$ cat config.mk
export PLATFORM = sky130hd
export DESIGN_NAME = sseg_capture_decoder
export DESIGN_NICKNAME = d
export VERILOG_FILES = /design/src/rtl/sseg_capture_decoder.sv
export SDC_FILE = /design/constraint.sdc
export NUM_CORES = 1
export LEC_CHECK = 0
export CAP_MARGIN = 25
export CORE_MARGIN = 5
export CORE_UTILIZATION = 51
export CTS_BUF_LIST = sky130_fd_sc_hd__clkbuf_16
export CTS_CLUSTER_DIAMETER = 100
export CTS_CLUSTER_SIZE = 40
export DETAILED_ROUTE_END_ITERATION = 8
export HOLD_SLACK_MARGIN = 0.15
export PLACE_DENSITY_LB_ADDON = 0.15
export REMOVE_ABC_BUFFERS = 1
export SLEW_MARGIN = 20
export SYNTH_ARGS = -nofsm -noshare
export SYNTH_HDL_FRONTEND = slang
export SYNTH_SLANG_ARGS = --single-unit
$ cat constraint.sdc
create_clock -name clk_g -period 2.39 [get_ports clk_g]
set_input_delay 0.3585 -clock clk_g [delete_from_list [all_inputs] [get_ports clk_g]]
set_output_delay 0.3585 -clock clk_g [all_outputs]
set_load 0.01 [all_outputs]
$ cat src/rtl/sseg_capture_decoder.sv
// Receive side of a multiplexed 7-segment bus: waits for each digit slot to settle,
// decodes it, and commits a coherent 4-digit frame. Optional stall timeout: SSEG_CAP_TIMEOUT_EN.
module sseg_capture_decoder #(
  parameter int STABLE_CYCLES  = 4,
  parameter int CNT_W          = 8,
  parameter int TIMEOUT_CYCLES = 200
) (
  input  logic       clk_g,
  input  logic       rst,
  input  logic [6:0] sseg,
  input  logic [3:0] an,
  output logic [3:0] d0,
  output logic [3:0] d1,
  output logic [3:0] d2,
  output logic [3:0] d3,
  output logic [3:0] seg_err,
  output logic       frame_done,
  output logic       stalled
);

  typedef enum logic [1:0] {WAIT_SEL, SETTLE, CAPTURE, HOLD} state_t;

  if (STABLE_CYCLES < 1 || STABLE_CYCLES >= (1 << CNT_W) ||
      TIMEOUT_CYCLES < 1 || TIMEOUT_CYCLES >= (1 << CNT_W)) begin : g_param_chk
    $error("sseg_capture_decoder: STABLE_CYCLES/TIMEOUT_CYCLES out of range for CNT_W");
  end

  // {valid, index}: exactly one anode low
  function automatic logic [2:0] sel_decode(input logic [3:0] a);
    case (a)
      4'b1110: sel_decode = 3'b100;
      4'b1101: sel_decode = 3'b101;
      4'b1011: sel_decode = 3'b110;
      4'b0111: sel_decode = 3'b111;
      default: sel_decode = 3'b000;
    endcase
  endfunction

  // {err, value}; unknown patterns (including blank) read as 0 with err set
  function automatic logic [4:0] seg_decode(input logic [6:0] s);
    case (s)
      7'h40: seg_decode = 5'h00;
      7'h79: seg_decode = 5'h01;
      7'h24: seg_decode = 5'h02;
      7'h30: seg_decode = 5'h03;
      7'h19: seg_decode = 5'h04;
      7'h12: seg_decode = 5'h05;
      7'h02: seg_decode = 5'h06;
      7'h78: seg_decode = 5'h07;
      7'h00: seg_decode = 5'h08;
      7'h10: seg_decode = 5'h09;
      7'h08: seg_decode = 5'h0A;
      7'h03: seg_decode = 5'h0B;
      7'h46: seg_decode = 5'h0C;
      7'h21: seg_decode = 5'h0D;
      7'h06: seg_decode = 5'h0E;
      7'h0E: seg_decode = 5'h0F;
      default: seg_decode = 5'h10;
    endcase
  endfunction

  logic [6:0]       r_sseg_q, r_sseg_p;
  logic [3:0]       r_an_q, r_an_p;
  state_t           r_state, w_state_nxt;
  logic [CNT_W-1:0] r_cnt, w_cnt_nxt, w_cnt_inc;
  logic [3:0][3:0]  r_shadow;
  logic [3:0]       r_shadow_err;
  logic [3:0]       r_seen, w_seen_nxt;
  logic [3:0][3:0]  r_d;
  logic [3:0]       r_err;
  logic             r_frame_done;

  logic [2:0] w_sel, w_cap_sel;
  logic [4:0] w_dec;
  logic       w_changed, w_capture, w_commit, w_to_hit;

  // _q is the registered bus, _p is _q one cycle earlier for change detection
  always_ff @(posedge clk_g or posedge rst) begin
    if (rst) begin
      r_sseg_q <= 7'h7F;
      r_an_q   <= 4'hF;
      r_sseg_p <= 7'h7F;
      r_an_p   <= 4'hF;
    end else begin
      r_sseg_q <= sseg;
      r_an_q   <= an;
      r_sseg_p <= r_sseg_q;
      r_an_p   <= r_an_q;
    end
  end

  assign w_sel     = sel_decode(r_an_q);
  assign w_changed = (r_an_q != r_an_p) || (r_sseg_q != r_sseg_p);
  assign w_cnt_inc = r_cnt + CNT_W'(1);

  // In CAPTURE the _p copy still holds the value that was seen stable
  assign w_cap_sel = sel_decode(r_an_p);
  assign w_dec     = seg_decode(r_sseg_p);
  assign w_capture = (r_state == CAPTURE);
  assign w_commit  = (r_seen == 4'hF);

  always_ff @(posedge clk_g or posedge rst) begin
    if (rst) begin
      r_state <= WAIT_SEL;
      r_cnt   <= '0;
    end else begin
      r_state <= w_state_nxt;
      r_cnt   <= w_cnt_nxt;
    end
  end

  always_comb begin
    w_state_nxt = r_state;
    w_cnt_nxt   = r_cnt;
    case (r_state)
      WAIT_SEL: begin
        if (w_sel[2]) begin
          w_cnt_nxt   = CNT_W'(1);
          w_state_nxt = (STABLE_CYCLES <= 1) ? CAPTURE : SETTLE;
        end
      end
      SETTLE: begin
        if (w_changed || !w_sel[2]) begin
          w_cnt_nxt   = '0;
          w_state_nxt = WAIT_SEL;
        end else begin
          w_cnt_nxt = w_cnt_inc;
          if (w_cnt_inc == CNT_W'(STABLE_CYCLES)) w_state_nxt = CAPTURE;
        end
      end
      CAPTURE: begin
        w_cnt_nxt   = '0;
        w_state_nxt = HOLD;
      end
      HOLD: begin
        if (w_changed) w_state_nxt = WAIT_SEL;
      end
      default: begin
        w_cnt_nxt   = '0;
        w_state_nxt = WAIT_SEL;
      end
    endcase
  end

  // Commit/timeout clear first so a coincident capture leaves only its own bit
  always_comb begin
    w_seen_nxt = r_seen;
    if (w_commit || w_to_hit) w_seen_nxt = '0;
    if (w_capture) w_seen_nxt[w_cap_sel[1:0]] = 1'b1;
  end

  always_ff @(posedge clk_g or posedge rst) begin
    if (rst) begin
      r_shadow     <= '0;
      r_shadow_err <= '0;
      r_seen       <= '0;
    end else begin
      r_seen <= w_seen_nxt;
      for (int i = 0; i < 4; i++) begin
        if (w_capture && w_cap_sel[1:0] == 2'(i)) begin
          r_shadow[i]     <= w_dec[3:0];
          r_shadow_err[i] <= w_dec[4];
        end
      end
    end
  end

  always_ff @(posedge clk_g or posedge rst) begin
    if (rst) begin
      r_d          <= '0;
      r_err        <= '0;
      r_frame_done <= 1'b0;
    end else begin
      r_frame_done <= w_commit;
      if (w_commit) begin
        r_d   <= r_shadow;
        r_err <= r_shadow_err;
      end
    end
  end

`ifdef SSEG_CAP_TIMEOUT_EN
  logic [CNT_W-1:0] r_to_cnt;
  logic             r_stalled;

  assign w_to_hit = !w_capture && (r_to_cnt == CNT_W'(TIMEOUT_CYCLES - 1));

  // Counter parks at TIMEOUT_CYCLES so the hit fires once per stall
  always_ff @(posedge clk_g or posedge rst) begin
    if (rst) begin
      r_to_cnt  <= '0;
      r_stalled <= 1'b0;
    end else if (w_capture) begin
      r_to_cnt  <= '0;
      r_stalled <= 1'b0;
    end else begin
      if (r_to_cnt != CNT_W'(TIMEOUT_CYCLES)) r_to_cnt <= r_to_cnt + CNT_W'(1);
      if (w_to_hit) r_stalled <= 1'b1;
    end
  end

  assign stalled = r_stalled;
`else
  assign w_to_hit = 1'b0;
  assign stalled  = 1'b0;
`endif

  assign d0         = r_d[0];
  assign d1         = r_d[1];
  assign d2         = r_d[2];
  assign d3         = r_d[3];
  assign seg_err    = r_err;
  assign frame_done = r_frame_done;

endmodule

Word level (Yosys, flattened, before mapping)
Index checks and enable logic that the tools add are counted.
{"block": "classes", "n_eq_ne": 36, "n_mux": 15, "n_addsub": 1, "n_bitwise": 1, "n_reduce_logical": 14, "n_lt_le_gt_ge": 2}
{"operator": "$pmux 5 s16", "count": 1}
{"operator": "$eq 4x4->1 const B", "count": 7}
{"operator": "$eq 7x7->1 const B", "count": 4}
{"operator": "$pmux 8 s3", "count": 1}
{"operator": "$eq 7x5->1 const B", "count": 3}
{"operator": "$eq 7x6->1 const B", "count": 3}
{"operator": "$mux 8", "count": 2}
{"operator": "$pmux 2 s4", "count": 2}
{"operator": "$eq 7x2->1 const B", "count": 2}
{"operator": "$eq 7x4->1 const B", "count": 2}
{"operator": "$pmux 3 s4", "count": 1}
{"operator": "$add 8x1->8 const B", "count": 1}
{"operator": "$eq 2x2->1 const B", "count": 4}
{"operator": "$eq 4x3->1 const B", "count": 2}
{"operator": "$eq 8x3->1 const B", "count": 1}
{"operator": "$mux 2", "count": 4}
{"operator": "$mux 4", "count": 2}
{"operator": "$eq 7x3->1 const B", "count": 1}
{"operator": "$logic_not 7->1", "count": 1}
{"operator": "$ne 7x7->1", "count": 1}
{"operator": "$logic_and 1x1->1", "count": 5}
{"operator": "$eq 2x1->1 const B", "count": 2}
{"operator": "$logic_not 2->1", "count": 2}
{"operator": "$ne 2x2->1 const B", "count": 2}
{"operator": "12 further kinds", "count": 13}
{"block": "word_totals", "word_cells": 90, "reg_bits": 77, "input_bits": 13}

Depth between registers and ports, before layout
{"block": "depth", "depth_word": 8, "depth_mapped": 8}

Worst setup path before layout
No wires, ideal clock.
{"block": "synth_path", "kind": "register to register", "start": "register r_an_q[2]", "end": "register r_cnt[4]", "setup_time_ns": 0.095, "arrival_ns": 1.829, "required_time_ns": 2.295, "n_path_buf": 2, "synth_period_minus_slack_ns": 1.925, "stages_incl_launch_ff": 9, "slack_ns": 0.465, "cell_sequence": "dfstp_2 buf_4 xnor2_1 nand3_1 nor3_4 nand4_4 or2_0 buf_2 o31ai_1"}
{"block": "synth_between", "elab_chain_cells": 6, "word_cells_on_any_way": 13, "classes_between": "eq/ne (6); mux (3); reduce/logical (4)"}
{"element": "from (decl)", "line_no": "63", "text": "logic [3:0] r_an_q, r_an_p;"}
{"element": "from (signal assigned)", "line_no": "86", "text": "r_an_q <= an;"}
{"element": "$eq 4x3->1 / $eq 4x4->1 (equally long branches)", "line_no": "30", "text": "case (a)"}
{"element": "$pmux 3 s4", "line_no": "30"}
{"element": "$logic_not 1->1", "line_no": "123", "text": "if (w_changed || !w_sel[2]) begin"}
{"element": "$logic_or 1x1->1", "line_no": "123"}
{"element": "$mux 8", "line_no": "123"}
{"element": "$pmux 8 s3", "line_no": "115", "text": "case (r_state)"}
{"element": "to (signal assigned)", "line_no": "108", "text": "r_cnt <= w_cnt_nxt;"}
{"element": "to (decl)", "line_no": "65", "text": "logic [CNT_W-1:0] r_cnt, w_cnt_nxt, w_cnt_inc;"}
Several ways; a longest one is shown, not always the timed one.
A chain may end at the register's enable or synchronous reset.

Worst setup path in the final report
{"block": "layout_path", "start": "register r_sseg_p[0]", "end": "register r_cnt[4]"}
{"block": "layout_between", "elab_chain_cells": 5}
{"element": "from (decl)", "line_no": "62", "text": "logic [6:0] r_sseg_q, r_sseg_p;"}
{"element": "from (signal assigned)", "line_no": "87", "text": "r_sseg_p <= r_sseg_q;"}
{"element": "$ne 7x7->1", "line_no": "93", "text": "assign w_changed = (r_an_q != r_an_p) || (r_sseg_q != r_sseg_p);"}
{"element": "$logic_or 1x1->1", "line_no": "93"}
{"element": "$logic_or 1x1->1", "line_no": "123"}
{"element": "$mux 8", "line_no": "123"}
{"element": "$pmux 8 s3", "line_no": "115"}
No other way between the ends.

==> flow_metrics.env <==
export IMPL_hp_class="flop to flop"
export IMPL_drt_iter0_markers=76
export IMPL_dp_hpwl_um=4140
export IMPL_drv_slew=0
export IMPL_place_gp_congestion=0.7938
export IMPL_r2r_end="r_cnt[4]"
export IMPL_tightest_slew_ns=0.6399
export IMPL_rr_worst_depth=6
export IMPL_slew_headroom_pct=57.30
export IMPL_rrSetupSlack_ns=0.30
export IMPL_place_area_um2=3889
export IMPL_irDropWorstVdd_uv=420.7
export IMPL_crit_chain="xnor2_2, nand4_2, nor3_4, nand4_4, or2_0, o31ai_1"
export IMPL_fin_tns_setup_ns=0
export IMPL_clkTransAtPathRegs_ns=0.06
export IMPL_worstHoldStart="r_sseg_q[4]"
export IMPL_crit_type="flop to flop"
export IMPL_synth_seq_cells=77
export IMPL_maxCapViolations=0
export IMPL_htree_levels=3
export IMPL_fmax_mhz=477.5
export IMPL_cts_resized=0
export IMPL_cp_max_fo=9
export IMPL_yosys_warnings=0
export IMPL_min_period_ns=2.094
export IMPL_antenna_found_initial=0
export IMPL_overflow=0
export IMPL_route_detailed_drc=0
export IMPL_cts_made_buffers=9
export IMPL_vias=2338
export IMPL_cts_tree="yes"
export IMPL_syn2layout_area_growth_pct=20.21
export IMPL_first_pass_iters=4
export IMPL_cts_root_buf="clkbuf_16"
export IMPL_synth_most_common_cell="nand2_1"
export IMPL_finalCritPeriodShare_pct=87.62
export IMPL_end_kind="flop"
export IMPL_coreArea_um2=6756
export IMPL_yosysTopAreaCellShare_pct=39.27
export IMPL_syn_area_per_cell_um2=11.09
export IMPL_synth_edff_count=0
export IMPL_hold_depth=0
export IMPL_initial_core_util_pct=51.87
export IMPL_max_clock_path_buffers=2
export IMPL_synth_area_um2=3505
export IMPL_routed_wl_um=6164
export IMPL_viasPerCell=5.375
export IMPL_finalHoldViolCount=0
export IMPL_grt_max_degree=78
export IMPL_grt_pass1_vias=2265
export IMPL_port_buffers=33
export IMPL_stdcell_area_um2=4213
export IMPL_synth_cell_types=52
export IMPL_crit_arrival_ns=2.32
export IMPL_startpoint_type="flop"
export IMPL_synth_area_leaders="dfrtp_1 (39%), dfstp_2 (16%), nand2_1 (8.1%)"
export IMPL_die_y_um=92.90
export IMPL_fin_skew_ns=0.006330
export IMPL_cts_setup_buffers=0
export IMPL_synth_largest_area_cell="dfrtp_1"
export IMPL_synthTopCellsByCount="nand2_1 (76), dfrtp_1 (55), dfstp_2 (22), mux2_2 (18), nor2_1 (10)"
export IMPL_leakage_uw=0.001960
export IMPL_fp_dieArea_um2=8629
export IMPL_hold_buffers=0
export IMPL_whs_endpoint="r_sseg_p[4]"
export IMPL_ys_flop_type="dfrtp_1"
export IMPL_drive_gt1_share_pct=21.41
export IMPL_grt_pass1_wl_um=10660
export IMPL_r2r_start="r_sseg_p[0]"
export IMPL_ios=35
export IMPL_clk_latency_ns=0.33
export IMPL_ys_async_sr_fraction_pct=100.0
export IMPL_cpPeakStageDelay_ns=0.66
export IMPL_power_density_nw_per_um2=739.1
export IMPL_slowest_stage="dfstp_2"
export IMPL_outcome="finished, final reports clean"
export IMPL_ant_nets=0
export IMPL_placementRows=30
export IMPL_cp_required_ns=2.62
export IMPL_antenna_cells=0
export IMPL_nets=369
export IMPL_rsz0062_at_grt="no"
export IMPL_wl_per_cell_um=14.17
export IMPL_cts_sinks=77
export IMPL_grt_usage_pct=15.70
export IMPL_yosysSeqAreaShare_pct=55.77
export IMPL_fp_dieW_um=92.90
export IMPL_setup_violations_final=0
export IMPL_synthCells=316
## report_power, final
part           total [uW]  switching, uW  internal [uW]
sequential           1420           58.4           1360
combinational         262            145            118
clock                1430            518            916
## cells in the final DEF, fill, tap and decap left out, drive strengths merged, types with 3 or more instances in the layout
cell	Yosys	layout
a21o	4	4
a21oi	7	7
a2bb2oi	6	6
a31oi	3	3
buf	12	7
clkbuf	5	9
clkdlybuf4s50	0	33
clkinvlp	0	4
dfrtp	55	55
dfstp	22	22
ha	6	6
inv	8	9
mux2	21	21
nand2	76	76
nand2b	6	6
nand3	8	8
nand4	5	5
nand4b	3	3
nor2	10	10
nor3	4	4
nor3b	4	4
o21ai	6	6
o31ai	6	6
or2	4	4
xnor2	12	12
## cell families after synthesis
| family | count (synthesis) | synth area share (%) |
|---|---|---|
| AND/OR/NAND/NOR | 128 | 17.78 |
| flip-flops | 77 | 55.77 |
| AO/OA/AOI/OAI | 42 | 8.711 |
| buffers and inverters | 25 | 4.034 |
| multiplexers | 23 | 7.319 |
| XOR/XNOR | 14 | 4.142 |
| adder cells (fa/ha/maj) | 6 | 2.142 |
| other | 1 | 0.1070 |
## layer usage
metal | wire length, um | global-route usage (%) | vias to the layer above | share of wire [%]
met3 | 254 | 3.737 | 7 | 4.1
met2 | 2893 | 24.54 | 42 | 47
li1 | - | - | 1153 | -
met4 | 86 | 7.204 | 0 | 1.4
met5 | 0 | 0 | - | 0
met1 | 2929 | 20.68 | 1136 | 48
## per-stage QoR
stage	std cells	worst slack (ns)	hold slack [ns]	power, uW	utilization (%)
CTS	435	0.2775	0.3762	3158	62.35
global placement	419	0.3370	0.3674	1694	57.56
detailed placement	419	0.2680	0.3680	1703	57.56
global route	435	0.1356	0.3774	3263	62.35
finish	435	0.2959	0.3745	3114	62.35
floorplan	299	0.1012	0.3607	1615	-
## worst max-delay path: cells and delay by family (launching register included)
family | cells | cell delay [ns]
XOR/XNOR | 1 | 0.15
AO/OA/AOI/OAI | 1 | 0.27
flip-flops | 1 | 0.66
AND/OR/NAND/NOR | 4 | 0.92
## registers in the layout, indices dropped and copies added, names as in the netlist, 7 cells and up, named ones only
register  count
r_sseg_q      7
r_shadow     16
r_cnt         8
r_sseg_p      7
## worst max path at each step
stage / slack [ns] / start / end / depth (start not counted)
floorplan: 0.10 / rst / asynchronous set/reset pin / 1
global placement: 0.34 / r_sseg_p[0] / r_cnt[4] / 6
detailed placement: 0.27 / r_sseg_p[3] / r_cnt[4] / 6
CTS: 0.28 / r_sseg_p[3] / r_cnt[4] / 6
global route: 0.14 / r_sseg_p[1] / r_cnt[7] / 6
finish: 0.30 / r_sseg_p[0] / r_cnt[4] / 6
## final cells by class
type | instances | area (um^2)
clock inverters | 7 | 98.84
multi-input cells | 214 | 1409
well taps | 80 | 100.1
repair buffers | 40 | 395.4
fillers | 577 | 2544
inverters | 8 | 30.03
clock buffers | 9 | 225.2
flip-flops and latches | 77 | 1954
(Power assumes the default switching activity.)
